`src/rtl/uart_host_pkg.sv`:
```
// Shared types and constants for the CoreUART host-side initiator.
package uart_host_pkg;

  typedef enum logic [1:0] {
    StIdle,
    StWrite,
    StRead,
    StHold
  } state_e;

  // Idle cycles after each UART access before status is trusted again.
  localparam int unsigned HoldoffDefault = 2;

  // Width of the saturating error counters.
  localparam int unsigned CntWidth = 8;

endpackage

```
`src/rtl/uart_host_satcnt.sv`:
```
// Saturating up-counter with synchronous clear; holds at all-ones.
module uart_host_satcnt
  import uart_host_pkg::*;
(
  input  logic                CLK,
  input  logic                clr_i,
  input  logic                inc_i,
  output logic [CntWidth-1:0] count_o
);

  logic [CntWidth-1:0] count_q;

  // Count up on inc_i, stick at the maximum instead of wrapping.
  always_ff @(posedge CLK) begin
    if (clr_i) begin
      count_q <= '0;
    end else if (inc_i && (count_q != '1)) begin
      count_q <= count_q + 1'b1;
    end
  end

  assign count_o = count_q;

endmodule

```
`src/rtl/uart_host_ctrl.sv`:
```
// Stream-to-CoreUART parallel-port initiator. Moves TX stream bytes into the
// core, pulls RX bytes out with parity/framing tags, round-robin between them.
// Optional error counters are built when UART_HOST_ERRCNT_EN is defined;
// otherwise OVF_CNT/PERR_CNT/FERR_CNT read as zero.
module uart_host_ctrl
  import uart_host_pkg::*;
#(
  parameter int unsigned HOLDOFF = HoldoffDefault
) (
  input  logic                CLK,
  input  logic                RESET,
  input  logic [7:0]          TX_DATA,
  input  logic                TX_VALID,
  output logic                TX_READY,
  output logic [7:0]          RX_DATA,
  output logic                RX_PERR,
  output logic                RX_FERR,
  output logic                RX_VALID,
  input  logic                RX_READY,
  output logic                UART_CSN,
  output logic                UART_WEN,
  output logic                UART_OEN,
  output logic [7:0]          UART_DATA_IN,
  input  logic [7:0]          UART_DATA_OUT,
  input  logic                UART_TXRDY,
  input  logic                UART_RXRDY,
  input  logic                UART_PARITY_ERR,
  input  logic                UART_FRAMING_ERR,
  input  logic                UART_OVERFLOW,
  output logic [CntWidth-1:0] OVF_CNT,
  output logic [CntWidth-1:0] PERR_CNT,
  output logic [CntWidth-1:0] FERR_CNT
);

  localparam logic [2:0] HoldLoad = 3'(HOLDOFF - 1);

  state_e     state_q;
  logic [2:0] hold_cnt_q;
  logic       last_rx_q;
  logic       csn_q, wen_q, oen_q;
  logic [7:0] data_in_q;
  logic [7:0] rx_data_q;
  logic       rx_perr_q, rx_ferr_q, rx_valid_q;

  logic rx_req, tx_req, grant_rx, grant_tx;

  // Round-robin arbitration; last_rx_q records which side was served last.
  always_comb begin
    rx_req   = UART_RXRDY & ~rx_valid_q;
    tx_req   = TX_VALID & UART_TXRDY;
    grant_rx = (state_q == StIdle) & ~RESET & rx_req & (~tx_req | ~last_rx_q);
    grant_tx = (state_q == StIdle) & ~RESET & tx_req & (~rx_req | last_rx_q);
  end

  // Gated by RESET so no byte is accepted and then dropped by the reset edge.
  assign TX_READY = grant_tx;

  // Access sequencer with registered strobes and RX holding register.
  always_ff @(posedge CLK) begin
    if (RESET) begin
      state_q    <= StIdle;
      hold_cnt_q <= '0;
      last_rx_q  <= 1'b0;
      csn_q      <= 1'b1;
      wen_q      <= 1'b1;
      oen_q      <= 1'b1;
      data_in_q  <= '0;
      rx_data_q  <= '0;
      rx_perr_q  <= 1'b0;
      rx_ferr_q  <= 1'b0;
      rx_valid_q <= 1'b0;
    end else begin
      if (rx_valid_q && RX_READY) begin
        rx_valid_q <= 1'b0;
      end
      unique case (state_q)
        StIdle: begin
          if (grant_rx) begin
            state_q   <= StRead;
            csn_q     <= 1'b0;
            oen_q     <= 1'b0;
            last_rx_q <= 1'b1;
          end else if (grant_tx) begin
            state_q   <= StWrite;
            csn_q     <= 1'b0;
            wen_q     <= 1'b0;
            data_in_q <= TX_DATA;
            last_rx_q <= 1'b0;
          end
        end
        StWrite: begin
          csn_q      <= 1'b1;
          wen_q      <= 1'b1;
          hold_cnt_q <= HoldLoad;
          state_q    <= StHold;
        end
        StRead: begin
          csn_q      <= 1'b1;
          oen_q      <= 1'b1;
          rx_data_q  <= UART_DATA_OUT;
          rx_perr_q  <= UART_PARITY_ERR;
          rx_ferr_q  <= UART_FRAMING_ERR;
          rx_valid_q <= 1'b1;
          hold_cnt_q <= HoldLoad;
          state_q    <= StHold;
        end
        StHold: begin
          if (hold_cnt_q == '0) begin
            state_q <= StIdle;
          end else begin
            hold_cnt_q <= hold_cnt_q - 1'b1;
          end
        end
        default: state_q <= StIdle;
      endcase
    end
  end

  assign UART_CSN     = csn_q;
  assign UART_WEN     = wen_q;
  assign UART_OEN     = oen_q;
  assign UART_DATA_IN = data_in_q;
  assign RX_DATA      = rx_data_q;
  assign RX_PERR      = rx_perr_q;
  assign RX_FERR      = rx_ferr_q;
  assign RX_VALID     = rx_valid_q;

`ifdef UART_HOST_ERRCNT_EN
  logic ovf_q;
  logic ovf_inc, perr_inc, ferr_inc;

  // Previous OVERFLOW level for rising-edge detection.
  always_ff @(posedge CLK) begin
    if (RESET) begin
      ovf_q <= 1'b0;
    end else begin
      ovf_q <= UART_OVERFLOW;
    end
  end

  // Error events: overflow edge, and tagged bytes on the READ cycle.
  always_comb begin
    ovf_inc  = UART_OVERFLOW & ~ovf_q;
    perr_inc = (state_q == StRead) & UART_PARITY_ERR;
    ferr_inc = (state_q == StRead) & UART_FRAMING_ERR;
  end

  uart_host_satcnt u_ovf_cnt (
    .CLK     (CLK),
    .clr_i   (RESET),
    .inc_i   (ovf_inc),
    .count_o (OVF_CNT)
  );

  uart_host_satcnt u_perr_cnt (
    .CLK     (CLK),
    .clr_i   (RESET),
    .inc_i   (perr_inc),
    .count_o (PERR_CNT)
  );

  uart_host_satcnt u_ferr_cnt (
    .CLK     (CLK),
    .clr_i   (RESET),
    .inc_i   (ferr_inc),
    .count_o (FERR_CNT)
  );
`else
  logic unused_ovf;
  assign unused_ovf = UART_OVERFLOW;
  assign OVF_CNT    = '0;
  assign PERR_CNT   = '0;
  assign FERR_CNT   = '0;
`endif

endmodule

```
`config.mk`:
```
export PLATFORM = sky130hd
export DESIGN_NAME = uart_host_ctrl
export DESIGN_NICKNAME = d
export VERILOG_FILES = /design/src/rtl/uart_host_pkg.sv /design/src/rtl/uart_host_satcnt.sv /design/src/rtl/uart_host_ctrl.sv
export SDC_FILE = /design/constraint.sdc
export NUM_CORES = 1
export LEC_CHECK = 0
export ABC_AREA = 1
export BUFFER_PORTS_ARGS = -buffer_cell sky130_fd_sc_hd__buf_2
export CORE_MARGIN = 2
export CORE_UTILIZATION = 35
export CTS_CLUSTER_SIZE = 16
export DETAILED_ROUTE_END_ITERATION = 8
export SYNTH_ARGS = -nofsm -noshare
export SYNTH_HDL_FRONTEND = slang
export SYNTH_SLANG_ARGS = --single-unit
```
`constraint.sdc`:
```
create_clock -name CLK -period 2.9 [get_ports CLK]
set_input_delay 0.435 -clock CLK [delete_from_list [all_inputs] [get_ports CLK]]
set_output_delay 0.435 -clock CLK [all_outputs]
set_load 0.05 [all_outputs]
```
-- Word-level counts from Yosys, hierarchy flattened
Cells that the tools add are included.
W data, S select, Z words.
- register bits: 28
- input bits: 25
- word-level logic and storage cells: 69
- $add $sub $neg: 1
- eq/ne operators: 9
- multiplexer cells: 16
- bitwise gates (word level): 15
- reduce and logical (&&, ||, !) cells: 17
- operators with widths (cell ; count):
    $reduce_bool A2 Y1 ; 6
    $ne A2 B2 Y1 const B ; 5
    $reduce_and A2 Y1 ; 5
    $and A1 B1 Y1 ; 7
    $mux W1 ; 7
    $mux W2 ; 3
    $not A1 Y1 ; 6
    $pmux W1 S2 ; 3
    $pmux W2 S3 ; 1
    $pmux W3 S2 ; 1
    $reduce_and A3 Y1 ; 2
    $eq A2 B2 Y1 const B ; 2
    $logic_not A3 Y1 ; 1
    $mux W3 ; 1
    $ne A3 B3 Y1 const B ; 1
    $sub A3 B1 Y3 const B ; 1
    $eq A2 B1 Y1 const B ; 1
    $logic_not A2 Y1 ; 1
    $or A1 B1 Y1 ; 2
    $reduce_or A2 Y1 ; 1
    $logic_and A1 B1 Y1 ; 1

-- Depth between registers and ports, before layout
- depth after elaboration: 8
- mapped depth: 10

-- Worst setup path before layout
OpenSTA, ideal clock, no wires.
- path kind: register -> output
- start: reg state_q[0]
- end: out TX_READY
- arrival time: 1.190 ns
- setup slack: 1.275 ns
- cell stages (with the launch flop): 7
- path buffers: 0
- cell sequence: dfxtp_1 bufinv_8 ha_1 inv_2 nor2_8 nand3_4 clkinv_4
- cells in the longest elaborated chain, start to end: 4
- ends and longest elaborated chain (item ; RTL line ; text):
    from (decl) ; uart_host_ctrl.sv:37 ; state_e state_q;
    from (signal assigned) ; uart_host_ctrl.sv:61 ; state_q <= StIdle;
    from (signal assigned) ; uart_host_ctrl.sv:79 ; state_q <= StRead;
    from (signal assigned) ; uart_host_ctrl.sv:84 ; state_q <= StWrite;
    $logic_not A2 Y1 ; uart_host_ctrl.sv:52 ; grant_tx = (state_q == StIdle) & ~RESET & tx_req & (~rx_req | last_rx_q);
    $and A1 B1 Y1 (3 in series) ; uart_host_ctrl.sv:52 ;
    to (decl) ; uart_host_ctrl.sv:14 ; output logic TX_READY,
Every way passes these cells.

-- Final worst setup path
Same ends and word-level chain as after synthesis.

==> qor.csv <==
stage;metric;value;unit
placement;# port buffers;46;
layout;Final nets;257;
layout;fill count;410;
global_routing;grt met3 use;2.30;%
global_routing;GRT Overall Usage;12.1;%
synth;post-synthesis mux area share;0;%
global_routing;global route hottest layer;met2;
hold_path;hold path depth;3;
synth;post-synthesis adder-cell area fraction;5.25;%
layout;Design Area, Final;1660;sq um
timing;worst slew pin tran;546;ps
timing;Max Clk Rate;443;MHz
cts;CTS tree;done;
critical_path;CP Class;register to primary output;
drt;via count;1127;
synth;Synth area leaders;dfxtp_1 39%, buf_4 13%, nor2_1 10%, o21ai_1 7.0%, ha_1 5.2%;
timing;fin crit period;2260;ps
die;site row count;23;
layout;Area growth, synth to finish;16.3;%
synth;cell taking the most area after synthesis;dfxtp_1;
synth;post-synth cell types;26;
synth;yosys warns;0;
synth;Mapped Area;1430;sq um
hold_path;Endpoint, Worst Hold;RX_DATA[3];
synth;xor/xnor share of the synthesized area;0;%
critical_path;worst r2r path cells;8;
synth;Post-synth top cells;40 x nor2_1, 28 x dfxtp_1, 24 x buf_4;
die;Initial Utilization;36.0;%
global_routing;first-pass GRT wire length;4170;microns
drt;DRT antenna net count;0;
synth;Synth Area in Compound Gates;9.45;%
critical_path;critical path arrival;1820;ps
synth;register area share after synthesis;39.2;%
global_routing;GR Util met2;18.0;%
drt;drt drc;0;
placement;Cells after DPL;271;
cts;Worst-Skew Late Latency;280;ps
critical_path;Data required, critical path;2470;ps
placement;dpl cell area;1590;sq um
synth;simple-gate share of the synthesized area;24.4;%
pwr;Cell Pwr Density;965;nW/um^2
global_routing;largest net degree at the start of global routing;22;
die;die width;67.9;microns
die;total core area;3970;sq um
outcome;status;completed;
die;die area;4610;sq um
synth;most frequent cell after synthesis;nor2_1;
cts;Hold Buf Count CTS;0;
global_routing;initial antenna violation count;0;
drt;Pre-Repair DR Iteration Count;4;
timing;final hold viol count;0;
synth;largest family of logic cells by synthesized area;simple AND/OR/NAND/NOR gates;
timing;# setup viols final;0;
critical_path;startpoint types;register;
die;IO Pins;72;
synth;number of synthesized register bits;28;
timing;Rel. slew slack;63.4;%
critical_path;Worst Setup SP;state_q[0];
drt;WL final;2650;microns
synth;Synth async-reset ratio;0;%
global_routing;grt ovf;0;
drt;post-DR wirelength/cell;9.64;microns
cts;clk sinks;28;
placement;Post-Place Setup Slack;937;ps
placement;dpl hpwl;1980;microns
layout;n_diodes;0;
hold_path;min-delay worst type;input port to register;
drt;via/cell ratio;4.10;
cts;CTS Buf Count;3;
timing;RSZ-0062 raised after global routing;false;
synth;Yosys top cell area share;39.2;%
critical_path;flop2flop setup slack;1340;ps
timing;Tcrit/Tclk final;77.8;%
cts;cts repair resizes;0;
timing;clock skew;2.98;ps
cts;postcts setup bufs;0;
critical_path;crit end category;primary output;
synth;Post-synth EDFFs;0;
timing;final setup margin;643;ps
synth;Mean Syn Cell Area;7.90;sq um
die;die height;67.9;microns
synth;Post-Syn Instances;181;
synth;Primary FF master, synth;dfxtp_1;
critical_path;RR Startpoint;state_q[0];
hold_path;hold path start;UART_DATA_OUT[3];
drt;initial drt markers;43;
pwr;Leak;0.853;nW
cts;CTS Buffer Depth;2;
timing;Setup TNS Final;0;ps
cts;Root Buffer;clkbuf_8;
layout;layout cells sized above 1;29.8;%
pwr;total power;1.60;mW
layout;final non-filler cell total;275;
global_routing;vias in the first global route;943;
cts;clk slew on worst S/H paths;90;ps
critical_path;crit-path max FO;10;
critical_path;r2r endpoint;UART_WEN;
placement;GP Congestion;0.798;
global_routing;GR Util met1;15.7;%
pwr;Max IR drop VDD;0.426;mV
cts;htree depth;1;
job;Max Cap Viol;0;
timing;Final Max Tran Viols;0;
-- state kept, by name, summed over array words and instances, names as in the netlist --
register,flops
RX_DATA,8
UART_DATA_IN,8
hold_cnt_q,3
state_q,2
RX_FERR,1
RX_PERR,1
RX_VALID,1
UART_CSN,1
UART_OEN,1
UART_WEN,1
last_rx_q,1
-- layer usage --
metal	share of wire [%]	up-vias
li1	-	601
met1	45	474
met2	44	47
met3	8.1	5
met4	2.7	0
met5	0	-
-- per-stage QoR --
| step | util (%) | hold slack [ps] |
|---|---|---|
| floorplan | - | 439 |
| global placement | 40.1 | 447 |
| detailed placement | 40.1 | 455 |
| CTS | 41.9 | 372 |
| global route | 41.9 | 378 |
| finish | 41.9 | 377 |
-- cells by family (layout without fill, tap and decap cells) --
family | count (synthesis) | count (layout)
other | 1 | 24
AO/OA/AOI/OAI | 27 | 27
adder cells (fa/ha/maj) | 6 | 6
flip-flops | 28 | 28
buffers and inverters | 44 | 65
AND/OR/NAND/NOR | 75 | 75
-- how the worst max path moves through the flow --
stage	cells after the start	slack, ps	to
global placement	7	970	TX_READY
detailed placement	7	940	TX_READY
finish	7	640	TX_READY
floorplan	6	1280	TX_READY
CTS	7	610	TX_READY
global route	7	550	TX_READY
-- power breakdown --
part	internal (mW)	switching, mW
logic	0.211	0.565
clock network	0.185	0.122
registers	0.474	0.0472
-- critical path, cell delays in order (launching register included) --
cell and delay, ps:
dfxtp_1 340, bufinv_8 190, ha_1 220, inv_2 100
nor2_8 130, nand3_4 160, clkinv_4 130, buf_2 270
-- cell type report --
cell class / instances / area [sq um] / area share (%)
clock inverter: 1 / 30.0 / 1.81
tap: 50 / 62.6 / 3.76
multi-input combinational: 132 / 649 / 39.1
clock buffer: 3 / 41.3 / 2.48
inverter: 15 / 88.8 / 5.34
timing repair buffer: 46 / 230 / 13.8
sequential: 28 / 561 / 33.7
-- placed cells by master (no fill, tap or decap), drive strengths merged --
cell,count
a21oi,7
buf,46
bufinv,3
clkbuf,3
clkinv,2
conb,24
dfxtp,28
ha,6
inv,11
nand2,23
nand3,7
nor2,42
o21ai,20
or2,3
No activity file was read; power rests on OpenSTA's default activity.
